File: config.mk
export PLATFORM = sky130hd
export DESIGN_NAME = pipeline_hazard_control
export DESIGN_NICKNAME = d
export VERILOG_FILES = /design/src/rtl/pipeline_hazard_control.sv
export SDC_FILE = /design/constraint.sdc
export NUM_CORES = 1
export LEC_CHECK = 0
export CORE_MARGIN = 2
export CORE_UTILIZATION = 35
export DETAILED_ROUTE_END_ITERATION = 10
export DONT_BUFFER_PORTS = 1
export SLEW_MARGIN = 25
export SYNTH_ARGS = -nofsm -noshare
export SYNTH_HDL_FRONTEND = slang
export SYNTH_SLANG_ARGS = --single-unit
export TNS_END_PERCENT = 100
File: constraint.sdc
create_clock -name clk -period 2.2 [get_ports clk]
set_input_delay 0.33 -clock clk [delete_from_list [all_inputs] [get_ports clk]]
set_output_delay 0.33 -clock clk [all_outputs]
set_load 0.005 [all_outputs]
File: src/rtl/pipeline_hazard_control.sv
// Stall/flush sequencer for the five-stage pipeline: load-use interlock, taken-branch flush,
// multi-cycle multiply occupancy of EX, and a saturating stalled-cycle counter.
module pipeline_hazard_control #(
    parameter int MUL_CYCLES = 4,
    parameter int CNT_W      = 16
) (
    input  logic             clk,
    input  logic             reset,
    input  logic             id_valid,
    input  logic [4:0]       id_r1,
    input  logic [4:0]       id_r2,
    input  logic             id_uses_r1,
    input  logic             id_uses_r2,
    input  logic             ex_valid,
    input  logic             ex_MemToReg,
    input  logic             ex_RegWrite,
    input  logic [4:0]       ex_destReg,
    input  logic             ex_mul,
    input  logic             branch_taken,
    output logic             pc_write,
    output logic             ifid_write,
    output logic             idex_write,
    output logic             ifid_flush,
    output logic             idex_bubble,
    output logic             exmem_bubble,
    output logic             mul_busy,
    output logic [CNT_W-1:0] stall_cycles
);

    typedef enum logic {
        RUN = 1'b0,
        MUL = 1'b1
    } state_t;

    // The first MUL_CYCLES-1 cycles of a multiply stall; cnt counts the remaining MUL-state stalls.
    localparam logic [3:0] CNT_INIT = 4'(MUL_CYCLES - 2);

    state_t     state, nextState;
    logic [3:0] cnt, nextCnt;
    logic       mulStart;
    logic       loadUse;
    logic       r1Match;
    logic       r2Match;

    assign r1Match  = id_uses_r1 && (id_r1 == ex_destReg);
    assign r2Match  = id_uses_r2 && (id_r2 == ex_destReg);
    assign loadUse  = ex_valid && ex_MemToReg && ex_RegWrite && (ex_destReg != 5'd0)
                      && id_valid && (r1Match || r2Match);
    assign mulStart = (state == RUN) && ex_valid && ex_mul;

    always_comb begin
        pc_write     = 1'b1;
        ifid_write   = 1'b1;
        idex_write   = 1'b1;
        ifid_flush   = 1'b0;
        idex_bubble  = 1'b0;
        exmem_bubble = 1'b0;
        nextState    = state;
        nextCnt      = cnt;

        case (state)
            RUN: begin
                if (mulStart) begin
                    pc_write     = 1'b0;
                    ifid_write   = 1'b0;
                    idex_write   = 1'b0;
                    exmem_bubble = 1'b1;
                    nextState    = MUL;
                    nextCnt      = CNT_INIT;
                end else if (branch_taken) begin
                    ifid_flush  = 1'b1;
                    idex_bubble = 1'b1;
                end else if (loadUse) begin
                    pc_write    = 1'b0;
                    ifid_write  = 1'b0;
                    idex_bubble = 1'b1;
                end
            end
            MUL: begin
                if (cnt != 4'd0) begin
                    pc_write     = 1'b0;
                    ifid_write   = 1'b0;
                    idex_write   = 1'b0;
                    exmem_bubble = 1'b1;
                    nextCnt      = cnt - 4'd1;
                end else begin
                    // Multiply leaves EX at this edge; a following multiply restarts from RUN.
                    nextState = RUN;
                end
            end
            default: begin
                nextState = RUN;
                nextCnt   = 4'd0;
            end
        endcase

        if (!reset) begin
            pc_write     = 1'b0;
            ifid_write   = 1'b0;
            idex_write   = 1'b0;
            ifid_flush   = 1'b1;
            idex_bubble  = 1'b1;
            exmem_bubble = 1'b1;
        end
    end

    always_ff @(posedge clk or negedge reset) begin
        if (!reset) begin
            state        <= RUN;
            cnt          <= 4'd0;
            mul_busy     <= 1'b0;
            stall_cycles <= '0;
        end else begin
            state    <= nextState;
            cnt      <= nextCnt;
            mul_busy <= (nextState == MUL);
            if (!pc_write && (stall_cycles != {CNT_W{1'b1}})) begin
                stall_cycles <= stall_cycles + 1'b1;
            end
        end
    end

endmodule

Yosys cells after proc, flatten, opt, wreduce, memory -nomap -nowiden
Index checks and enable logic that the tools add are counted.
Word-level totals
  input bits: 25
  register bits after elaboration: 21
  word-level logic and storage cells: 51
  output and inout bits: 23
Operators by class
  bitwise logic cells: 1
  muxes and demuxes: 25
  reductions and logical operators: 15
  add/subtract/negate cells: 2
  eq/ne operators: 5
Operators with widths (count)
  $mux 1: 19
  $add 16x1->16 const B: 1
  $ne 16x16->1 const B: 1
  $eq 5x5->1: 2
  $logic_and 1x1->1: 10
  $mux 4: 2
  $pmux 4 s2: 1
  $pmux 1 s2: 3
  $reduce_bool 5->1: 1
  $reduce_bool 4->1: 1
  $sub 4x1->4 const B: 1
  $ne 2x1->1 const B: 1
  $ne 2x2->1 const B: 1
  $reduce_and 2->1: 1
  $logic_not 1->1: 1
  $logic_or 1x1->1: 1
  $not 1->1: 1

Longest topological paths before layout
Gate-level depths: netlist of the first run.
  word-level depth: 12
  depth in mapped cells: 9
  mapped depth without buffers: 8

Worst setup path before layout of the first run
No wires, ideal clock.
  path type: flip-flop to flip-flop
  start point: register cnt[0]
  end point: register stall_cycles[14]
  required time: 2.075 ns
  setup time: 0.125 ns
  stages on the path, launching flop included: 9
  period minus slack after synthesis: 2.065 ns
  path buffers: 0
  setup slack: 0.135 ns
  data arrival time: 1.940 ns
  path through: dfrtp_1 -> inv_1 -> ha_1 -> or3b_4 -> a211oi_4 -> inv_2 -> a21oi_2 -> nor3_1 -> mux2_4
On the way
  longest elaborated chain between the ends: 6
RTL lines
  from (decl): line 39  | logic [3:0] cnt, nextCnt;
  from (signal assigned): line 115  | cnt <= nextCnt;
  $reduce_bool 4->1: line 80  | if (cnt != 4'd0) begin
  $mux 1
  $pmux 1 s2
  $mux 1
  named net ifid_write: line 21  | output logic ifid_write,
  $logic_not 1->1: line 117  | if (!pc_write && (stall_cycles != {CNT_W{1'b1}})) begin
  $logic_and 1x1->1: line 117
  to (signal assigned): line 118  | stall_cycles <= stall_cycles + 1'b1;
  to (decl): line 27  | output logic [CNT_W-1:0] stall_cycles
The timed path passes the listed nets, and every way through them passes these cells.
A chain may end at the register's enable or synchronous reset.

Worst setup path in the final report of the first run
  start point: register cnt[0]
  end point: output port ifid_write
On the way
  longest elaborated chain between the ends: 4
RTL lines
  $reduce_bool 4->1: line 80
  $mux 1: line 80
  $pmux 1 s2: line 61  | case (state)
  $mux 1: line 97  | if (!reset) begin
  to (decl): line 21
No other way between the ends.

==> impl_metrics.env, run 1 <==
export IMPL_diodes=0
export IMPL_die_x_um=63.5
export IMPL_finalHoldViolCount=0
export IMPL_final_cell_mix="22 x xnor2_1, 21 x dfrtp_1, 11 x nand4_1, 11 x buf_4, 10 x nand2_1"
export IMPL_ys_types=33
export IMPL_die_y_um=63.5
export IMPL_vias=971
export IMPL_crit_buf_inv=3
export IMPL_crit_top_cell="inv_2"
export IMPL_r2r_cells=8
export IMPL_hp_class="in2reg"
export IMPL_crit_chain="inv_2 -> ha_4 -> or3b_4 -> a211oi_4 -> inv_2 -> a21oi_4 -> buf_6"
export IMPL_slowest_stage="dfrtp_1"
export IMPL_placed_cells=171
export IMPL_grt_pass1_vias=996
export IMPL_fin_tns_setup_ps=-69.4
export IMPL_place_hpwl_um=2010
export IMPL_track_usage=0.145
export IMPL_worstPathRequired_ps=1870
export IMPL_netlist_area_um2=1240
export IMPL_drtIter0Drc=46
export IMPL_totalPowerFinal_mw=1.53
export IMPL_synthTopCellsByArea="dfrtp_1 42%, xnor2_1 16%, nand4_1 5.6%"
export IMPL_ant_nets=0
export IMPL_wl_met3_um=237
export IMPL_grt_ovfl_total=0
export IMPL_worst_slack_ps=-34.7
export IMPL_path_clk_slew_ps=120
export IMPL_drc=0
export IMPL_cts_buffer_depth=2
export IMPL_drv_cap=0
export IMPL_utilization=0.432
export IMPL_highest_signal_layer="met4"
export IMPL_final_common_cell="xnor2_1"
export IMPL_drt_total_wl_um=2790
export IMPL_htreeDepth=1
export IMPL_synth_top_area_share=0.425
export IMPL_hold_ws_ps=405
export IMPL_worstPathMaxFanout=2
export IMPL_place_congestion=0.860
export IMPL_rr_startpoint="cnt[0]"
export IMPL_start_util=0.368
export IMPL_wire_per_inst_um=15.2
export IMPL_status="finished with violations"
export IMPL_max_freq_mhz=447
export IMPL_layout_nets=166
export IMPL_netlist_instances=121
export IMPL_finalSetupViolCount=2
export IMPL_p_leak_nw=0.587
export IMPL_via_per_inst=5.28
export IMPL_max_stage_delay_ps=410
export IMPL_yosys_warnings=0
export IMPL_wl_met2_um=1390
export IMPL_antenna_found_initial=0
export IMPL_worst_slew_pin_slew_ps=479
export IMPL_crit_family="flip-flops"
export IMPL_clockRootBuffer="clkbuf_4"
export IMPL_holdPathEnd="cnt[3]"
export IMPL_ir_drop_uv=544
export IMPL_r2r_slack_ps=90
export IMPL_yosysSeqAreaShare=0.425
export IMPL_reg2reg_to="stall_cycles[1]"
export IMPL_crit_type="reg2out"
export IMPL_period_share=1.02
export IMPL_synth_top_area_cell="dfrtp_1"
export IMPL_cts_sinks=21
export IMPL_power_density_nw_per_um2=1050
export IMPL_fin_skew_ps=1.94
export IMPL_firstDrtPassIters=4
export IMPL_fin_crit_ps=2230
export IMPL_crit_path_start_kind="register"
export IMPL_numCtsBuffers=3
export IMPL_violations="negative setup slack"
export IMPL_ios=48
export IMPL_hold_path_depth=2
export IMPL_clock_latency_ps=310
export IMPL_drive_gt1_frac=0.232
export IMPL_cts_tree="built"
export IMPL_worstHoldStart="ex_valid"
export IMPL_synth_nets=148
export IMPL_critical_path_endpoint_type="output port"
export IMPL_area_growth_pct=17.5
export IMPL_slew_violations=0
export IMPL_rsz0062_at_grt="yes"
export IMPL_wl_met1_um=1130
export IMPL_portBuffers=0
export IMPL_design_core_area_um2=3360
export IMPL_arrival_ps=1900
export IMPL_synth_avg_cell_area_um2=10.2
export IMPL_grt_pass1_wl_um=4600
export IMPL_ys_ff_latch=21
export IMPL_rows=21
export IMPL_dieArea_um2=4030
export IMPL_grt_start_max_net_pins=22
export IMPL_slew_headroom=0.681
export IMPL_layout_cells_non_filler=184
==> report_power, final <==
group | switching [mW] | internal (mW) | total, mW
logic | 0.334 | 0.374 | 0.708
registers | 0.124 | 0.505 | 0.629
clock network | 0.125 | 0.0692 | 0.194
total | 0.583 | 0.948 | 1.53
==> stage by stage <==
stage / setup WS (ps) / area [um2]
after detailed placement: 10.5 / 1320
after CTS: -28.8 / 1440
after global routing: -144 / 1450
after global placement: 82.3 / 1320
final: -34.7 / 1450
after floorplan: 135 / 1240
==> cell families after synthesis <==
family	count (synthesis)	synth area share
simple gates	54	0.250
buf+inv	6	0.0273
xor+xnor	26	0.184
mux	3	0.0293
compound gates	9	0.0647
fa+ha+maj	2	0.0202
flops	21	0.425
==> registers in the layout, indices dropped and copies added, names as in the netlist <==
name and flops:
cnt 4, stall_cycles 16, state 1
==> cell usage after synthesis (all sizes together) <==
cell    number
and2         2
o211ai       1
ha           2
xnor2       22
nand2       10
nor4         3
a21o         3
nand2b       3
a21oi        1
inv          4
nand4       12
nor2         8
or4          1
and4b        1
mux2i        1
buf          2
a211oi       1
o22ai        1
mux2         2
or3b         1
xor2         4
and3b        1
nor3         3
and3         4
nand3        4
dfrtp       21
o21ai        2
or2          1
==> metal layers <==
metal  vias up  global-route usage
li1        460                   -
met1       461               0.171
met2        46               0.243
met3         4              0.0536
met4         0              0.0435
met5         -                   0
==> worst reg2reg max path, stage by stage, from the launching register on <==
cell and delay [ps]:
dfrtp_1 410, inv_2 80, ha_4 130, or3b_4 400, a211oi_4 250, buf_4 160, nor2_1 50, a21o_4 260
mux2_2 280
==> worst max path at each step <==
| stage | from | end | slack, ps | depth (start not counted) |
|---|---|---|---|---|
| 2_1_floorplan | cnt[0] | stall_cycles[14] | 130 | 8 |
| 3_3_place_gp | cnt[0] | stall_cycles[1] | 80 | 7 |
| 3_5_place_dp | cnt[0] | stall_cycles[1] | 10 | 7 |
| 4_1_cts | cnt[0] | ifid_write | -30 | 7 |
| 5_1_grt | cnt[0] | ifid_write | -140 | 7 |
| 6_report | cnt[0] | ifid_write | -30 | 7 |
==> layout make-up <==
class / instances / area (um2)
clock inverters: 1 / 7.51
fillers: 344 / 1910
flip-flops and latches: 21 / 526
repair buffers: 15 / 120
well taps: 46 / 57.6
multi-input cells: 94 / 706
clock buffers: 3 / 22.5
inverters: 4 / 15.0
==> timing repair <==
item / 4_1_cts / 5_1_grt
setup buffers: 7 / 0
setup endpoints to repair: 4 / 17
hold endpoints to repair: 21 / 21
pin swaps: 2 / 0
hold buffers: 1 / 1
gates resized for setup: 6 / 3
No activity file was read; power rests on OpenSTA's default activity.
==> inputs of run 2 (changes only) <==
--- a/config.mk
+++ b/config.mk
@@ -5,10 +5,12 @@
 export SDC_FILE = /design/constraint.sdc
 export NUM_CORES = 1
 export LEC_CHECK = 0
+export CORE_ASPECT_RATIO = 0.8
 export CORE_MARGIN = 2
 export CORE_UTILIZATION = 35
 export DETAILED_ROUTE_END_ITERATION = 10
 export DONT_BUFFER_PORTS = 1
+export GPL_TIMING_DRIVEN = 1
 export SLEW_MARGIN = 25
 export SYNTH_ARGS = -nofsm -noshare
 export SYNTH_HDL_FRONTEND = slang
==> constraint.sdc (replaced) <==
create_clock -name clk -period 2.5 [get_ports clk]
set_input_delay 0.375 -clock clk [delete_from_list [all_inputs] [get_ports clk]]
set_output_delay 0.375 -clock clk [all_outputs]
set_load 0.005 [all_outputs]
==> impl_metrics.env, run 2 (synthesized netlist as in run 1, its figures left out) <==
export IMPL_clockRootBuffer="clkbuf_8"
export IMPL_cts_sinks=21
export IMPL_firstDrtPassIters=4
export IMPL_multi_input_area_um2=686
export IMPL_status="complete, no violations"
export IMPL_die_x_um=70.5
export IMPL_drc=0
export IMPL_via_per_inst=5.38
export IMPL_finalHoldViolCount=0
export IMPL_worst_slack_ps=120
export IMPL_cts_tree="built"
export IMPL_antenna_found_initial=0
export IMPL_fin_skew_ps=1.15
export IMPL_area_growth_pct=9.91
export IMPL_rows=19
export IMPL_layout_nets=156
export IMPL_clock_latency_ps=250
export IMPL_final_cell_mix="22 x xnor2_1, 21 x dfrtp_1, 11 x nand4_1"
export IMPL_die_y_um=57.2
export IMPL_finalSetupViolCount=0
export IMPL_grt_pass1_vias=879
export IMPL_vias=914
export IMPL_numCtsBuffers=3
export IMPL_path_clk_slew_ps=80
export IMPL_track_usage=0.133
export IMPL_met3_usage=0.0636
export IMPL_grt_busiest_layer="met2"
export IMPL_wire_per_inst_um=15.4
export IMPL_slew_headroom=0.691
export IMPL_place_hpwl_um=1990
export IMPL_grtUsageMet1=0.175
export IMPL_diodes=0
export IMPL_place_congestion=0.757
export IMPL_cts_buffer_depth=2
export IMPL_htreeDepth=1
export IMPL_ir_drop_uv=463
export IMPL_drt_total_wl_um=2620
export IMPL_grt_ovfl_total=0
export IMPL_hold_ws_ps=58.4
export IMPL_worstPathMaxFanout=3
export IMPL_ios=48
export IMPL_place_area_um2=1280
export IMPL_fin_crit_ps=2380
export IMPL_drive_gt1_frac=0.156
export IMPL_fin_area_um2=1360
export IMPL_regArea_um2=526
export IMPL_power_density_nw_per_um2=919
export IMPL_worst_slew_pin_slew_ps=463
export IMPL_hp_class="in2async"
export IMPL_totalPowerFinal_mw=1.25
export IMPL_final_common_cell="xnor2_1"
export IMPL_fin_tns_setup_ps=0
export IMPL_drtIter0Drc=57
export IMPL_grt_pass1_wl_um=4250
export IMPL_p_leak_nw=0.549
export IMPL_dieArea_um2=4030
export IMPL_start_util=0.364
export IMPL_crit_path_start_kind="register"
export IMPL_pre_cts_ws_ps=243
export IMPL_drv_cap=0
export IMPL_largest_register_ffs=16
export IMPL_critical_path_endpoint_type="output port"
export IMPL_ant_nets=0
export IMPL_max_freq_mhz=420
export IMPL_portBuffers=0
export IMPL_top_register="stall_cycles"
export IMPL_top_regs="stall_cycles (16), cnt (4), state (1)"
export IMPL_crit_type="reg2out"
export IMPL_design_core_area_um2=3400
export IMPL_arrival_ps=2000
export IMPL_nFillCells=339
export IMPL_slew_violations=0
export IMPL_grt_start_max_net_pins=22
export IMPL_worstPathRequired_ps=2120
export IMPL_period_share=0.952
export IMPL_grt_use_met2=0.208
[run 2: changes by cell type in the layout (fill, tap and decap cells not counted), sizes merged]
cell	change
clkinvlp	-1
buf	-9
clkinv	+1
dlygate4sd3	-1
[run 2: power breakdown]
| part | switching, mW | internal, mW |
|---|---|---|
| Clock | 0.107 | 0.111 |
| Combinational | 0.207 | 0.225 |
| Sequential | 0.155 | 0.445 |
[run 2: what timing repair did]
item | in CTS | in global routing
buffers inserted | 0 | 3
endpoints found under the setup margin | 0 | 2
hold endpoints to repair | 21 | 0
hold buffers | 1 | 0
gates resized for setup | 0 | 2
[run 2: metrics by stage]
| stage | utilization | cells |
|---|---|---|
| after floorplan | - | 121 |
| after global placement | 0.376 | 162 |
| after detailed placement | 0.376 | 162 |
| after CTS | 0.393 | 167 |
| after global routing | 0.400 | 170 |
| final | 0.400 | 170 |
[run 2: area by class of cell]
cell class / count / area share
Timing Repair Buffer: 5 / 0.0258
Clock buffer: 3 / 0.0304
Clock inverter: 1 / 0.00368
Sequential cell: 21 / 0.386
Multi-Input combinational cell: 94 / 0.504
Inverter: 4 / 0.0110
Tap cell: 42 / 0.0386
[run 2: path summary, 6_finish.rpt]
kind,startpoint,endpoint,slack (ps),depth (start not counted)
worst max-delay path,cnt[0],ifid_write,120,7
worst min-delay path,reset,stall_cycles[12],60,1
worst max register to register,cnt[0],stall_cycles[1],310,7
worst min register to register,stall_cycles[6],stall_cycles[6],540,1
max in group asynchronous,reset,state,2120,1
min in group clk,ex_valid,cnt[3],500,2
[run 2: routing by layer]
| metal | routed length (um) | part of all wire | up-vias |
|---|---|---|---|
| met4 | 18 | 0.0069 | 0 |
| met5 | 0 | 0 | - |
| met1 | 1160 | 0.44 | 449 |
| li1 | - | - | 437 |
| met2 | 1250 | 0.48 | 24 |
| met3 | 187 | 0.071 | 4 |
[run 2: critical path, stage by stage (launching register included)]
cell and delay (ps):
dfrtp_1 390, inv_2 80, ha_1 160, or3b_4 410
a211oi_4 300, inv_2 100, a21oi_4 160, buf_4 150
==> inputs of run 3 (changes only) <==
--- a/config.mk
+++ b/config.mk
@@ -7,10 +7,12 @@
 export LEC_CHECK = 0
 export CORE_ASPECT_RATIO = 0.8
 export CORE_MARGIN = 2
-export CORE_UTILIZATION = 35
+export CORE_UTILIZATION = 36
+export CTS_CLUSTER_DIAMETER = 50
 export DETAILED_ROUTE_END_ITERATION = 10
 export DONT_BUFFER_PORTS = 1
 export GPL_TIMING_DRIVEN = 1
+export SKIP_LAST_GASP = 1
 export SLEW_MARGIN = 25
 export SYNTH_ARGS = -nofsm -noshare
 export SYNTH_HDL_FRONTEND = slang
==> impl_metrics.env, run 3 (synthesized netlist as in run 1, its figures left out) <==
export IMPL_slew_violations=0
export IMPL_period_share=0.947
export IMPL_r2r_cells=7
export IMPL_final_cell_mix="22 x xnor2_1, 21 x dfrtp_1, 11 x nand4_1"
export IMPL_grt_start_max_net_pins=22
export IMPL_top_regs="stall_cycles (16), cnt (4), state (1)"
export IMPL_antenna_found_initial=0
export IMPL_fin_skew_ps=6.95
export IMPL_fin_tns_setup_ps=0
export IMPL_pwr_share_clk=0.177
export IMPL_finalHoldViolCount=0
export IMPL_fin_crit_ps=2370
export IMPL_drc=0
export IMPL_numCtsBuffers=3
export IMPL_via_per_inst=5.17
export IMPL_worstPathMaxFanout=4
export IMPL_crit_type="reg2out"
export IMPL_worstPathRequired_ps=2120
export IMPL_portBuffers=0
export IMPL_utilization=0.401
export IMPL_wire_per_inst_um=14.7
export IMPL_die_x_um=69.6
export IMPL_crit_path_start_kind="register"
export IMPL_p_leak_nw=0.539
export IMPL_worst_slew_pin_slew_ps=462
export IMPL_rows=19
export IMPL_slew_headroom=0.692
export IMPL_rr_startpoint="cnt[0]"
export IMPL_status="complete, no violations"
export IMPL_rsz0062_at_grt="no"
export IMPL_cts_sinks=21
export IMPL_die_y_um=56.4
export IMPL_ant_nets=0
export IMPL_ios=48
export IMPL_fin_area_um2=1350
export IMPL_critPathCapture="ifid_write"
export IMPL_ir_drop_uv=339
export IMPL_top_register="stall_cycles"
export IMPL_critPathLaunch="cnt[0]"
export IMPL_power_density_nw_per_um2=911
export IMPL_final_common_cell="xnor2_1"
export IMPL_max_freq_mhz=422
export IMPL_critical_path_endpoint_type="output port"
export IMPL_grt_pass1_wl_um=4100
export IMPL_clockRootBuffer="clkbuf_8"
export IMPL_design_core_area_um2=3350
export IMPL_htreeDepth=1
export IMPL_p_seq_frac=0.489
export IMPL_p_sw_frac=0.377
export IMPL_grt_ovfl_total=0
export IMPL_combPwrFrac=0.334
export IMPL_hold_ws_ps=55.2
export IMPL_intPower_mw=0.763
export IMPL_arrival_ps=1990
export IMPL_diodes=0
export IMPL_track_usage=0.130
export IMPL_drt_total_wl_um=2470
export IMPL_reg2reg_to="stall_cycles[1]"
export IMPL_dieArea_um2=3930
export IMPL_drtIter0Drc=24
export IMPL_cts_tree="built"
export IMPL_place_hpwl_um=1930
export IMPL_r2r_slack_ps=330
export IMPL_finalSetupViolCount=0
export IMPL_vias=869
export IMPL_drive_gt1_frac=0.143
export IMPL_firstDrtPassIters=3
export IMPL_cts_buffer_depth=2
export IMPL_area_growth_pct=8.70
export IMPL_largest_register_ffs=16
export IMPL_start_util=0.369
export IMPL_place_area_um2=1280
export IMPL_drv_cap=0
export IMPL_p_sw_mw=0.462
export IMPL_path_clk_slew_ps=80
export IMPL_grt_pass1_vias=866
export IMPL_hp_class="in2async"
export IMPL_place_congestion=0.757
export IMPL_clock_latency_ps=260
export IMPL_layout_nets=154
==> run 3: changes by cell type in the layout (fill, tap and decap cells not counted) <==
cell / delta
buf_4: -2
==> run 3: metrics by stage <==
step	std cells	total power [mW]	worst slack [ps]
detailed placement	162	0.997	270
floorplan	121	0.910	431
global placement	162	0.972	324
finish	168	1.22	132
global route	168	1.33	12.3
CTS	167	1.22	21.1
==> run 3: cell type report <==
type                            instances  area [um2]
Fill cell                             329        2010
Multi-Input combinational cell         94         686
Tap cell                               42        52.6
Clock inverter                          1        5.00
Timing Repair Buffer                    3        20.0
Clock buffer                            3        41.3
Sequential cell                        21         526
Inverter                                4        15.0
==> run 3: layer usage <==
layer	global-route usage	vias up	part of all wire
met3	0.0557	0	0.059
li1	-	435	-
met2	0.229	18	0.51
met1	0.146	416	0.43
met5	0	-	0
met4	0.0308	0	0
==> run 3: critical path, stage by stage (launching register included) <==
cell and delay, ps:
dfrtp_1 390, inv_2 70, ha_1 150, or3b_4 400, a211oi_4 310, inv_2 100
a21oi_4 160, buf_4 150
==> run 3: how the worst min path moves through the flow <==
stage	to	slack, ps
finish	stall_cycles[10]	60
global route	stall_cycles[10]	90
CTS	cnt[3]	500
detailed placement	stall_cycles[14]	80
global placement	stall_cycles[11]	80
floorplan	cnt[0]	80
==> run 3: repair_timing <==
action / 4_1_cts / 5_1_grt
endpoints found under the setup margin: 0 / 2
resized for setup: 0 / 2
hold buffers: 1 / 0
setup buffers: 0 / 1
hold endpoints to repair: 21 / 0
==> run 3: power by group through the flow <==
stage               clock [mW]  sequential [mW]  combinational, mW
floorplan                    0            0.566              0.344
global placement             0            0.600              0.372
detailed placement           0            0.608              0.389
CTS                      0.225            0.599              0.401
global route             0.239            0.619              0.470
finish                   0.217            0.599              0.409
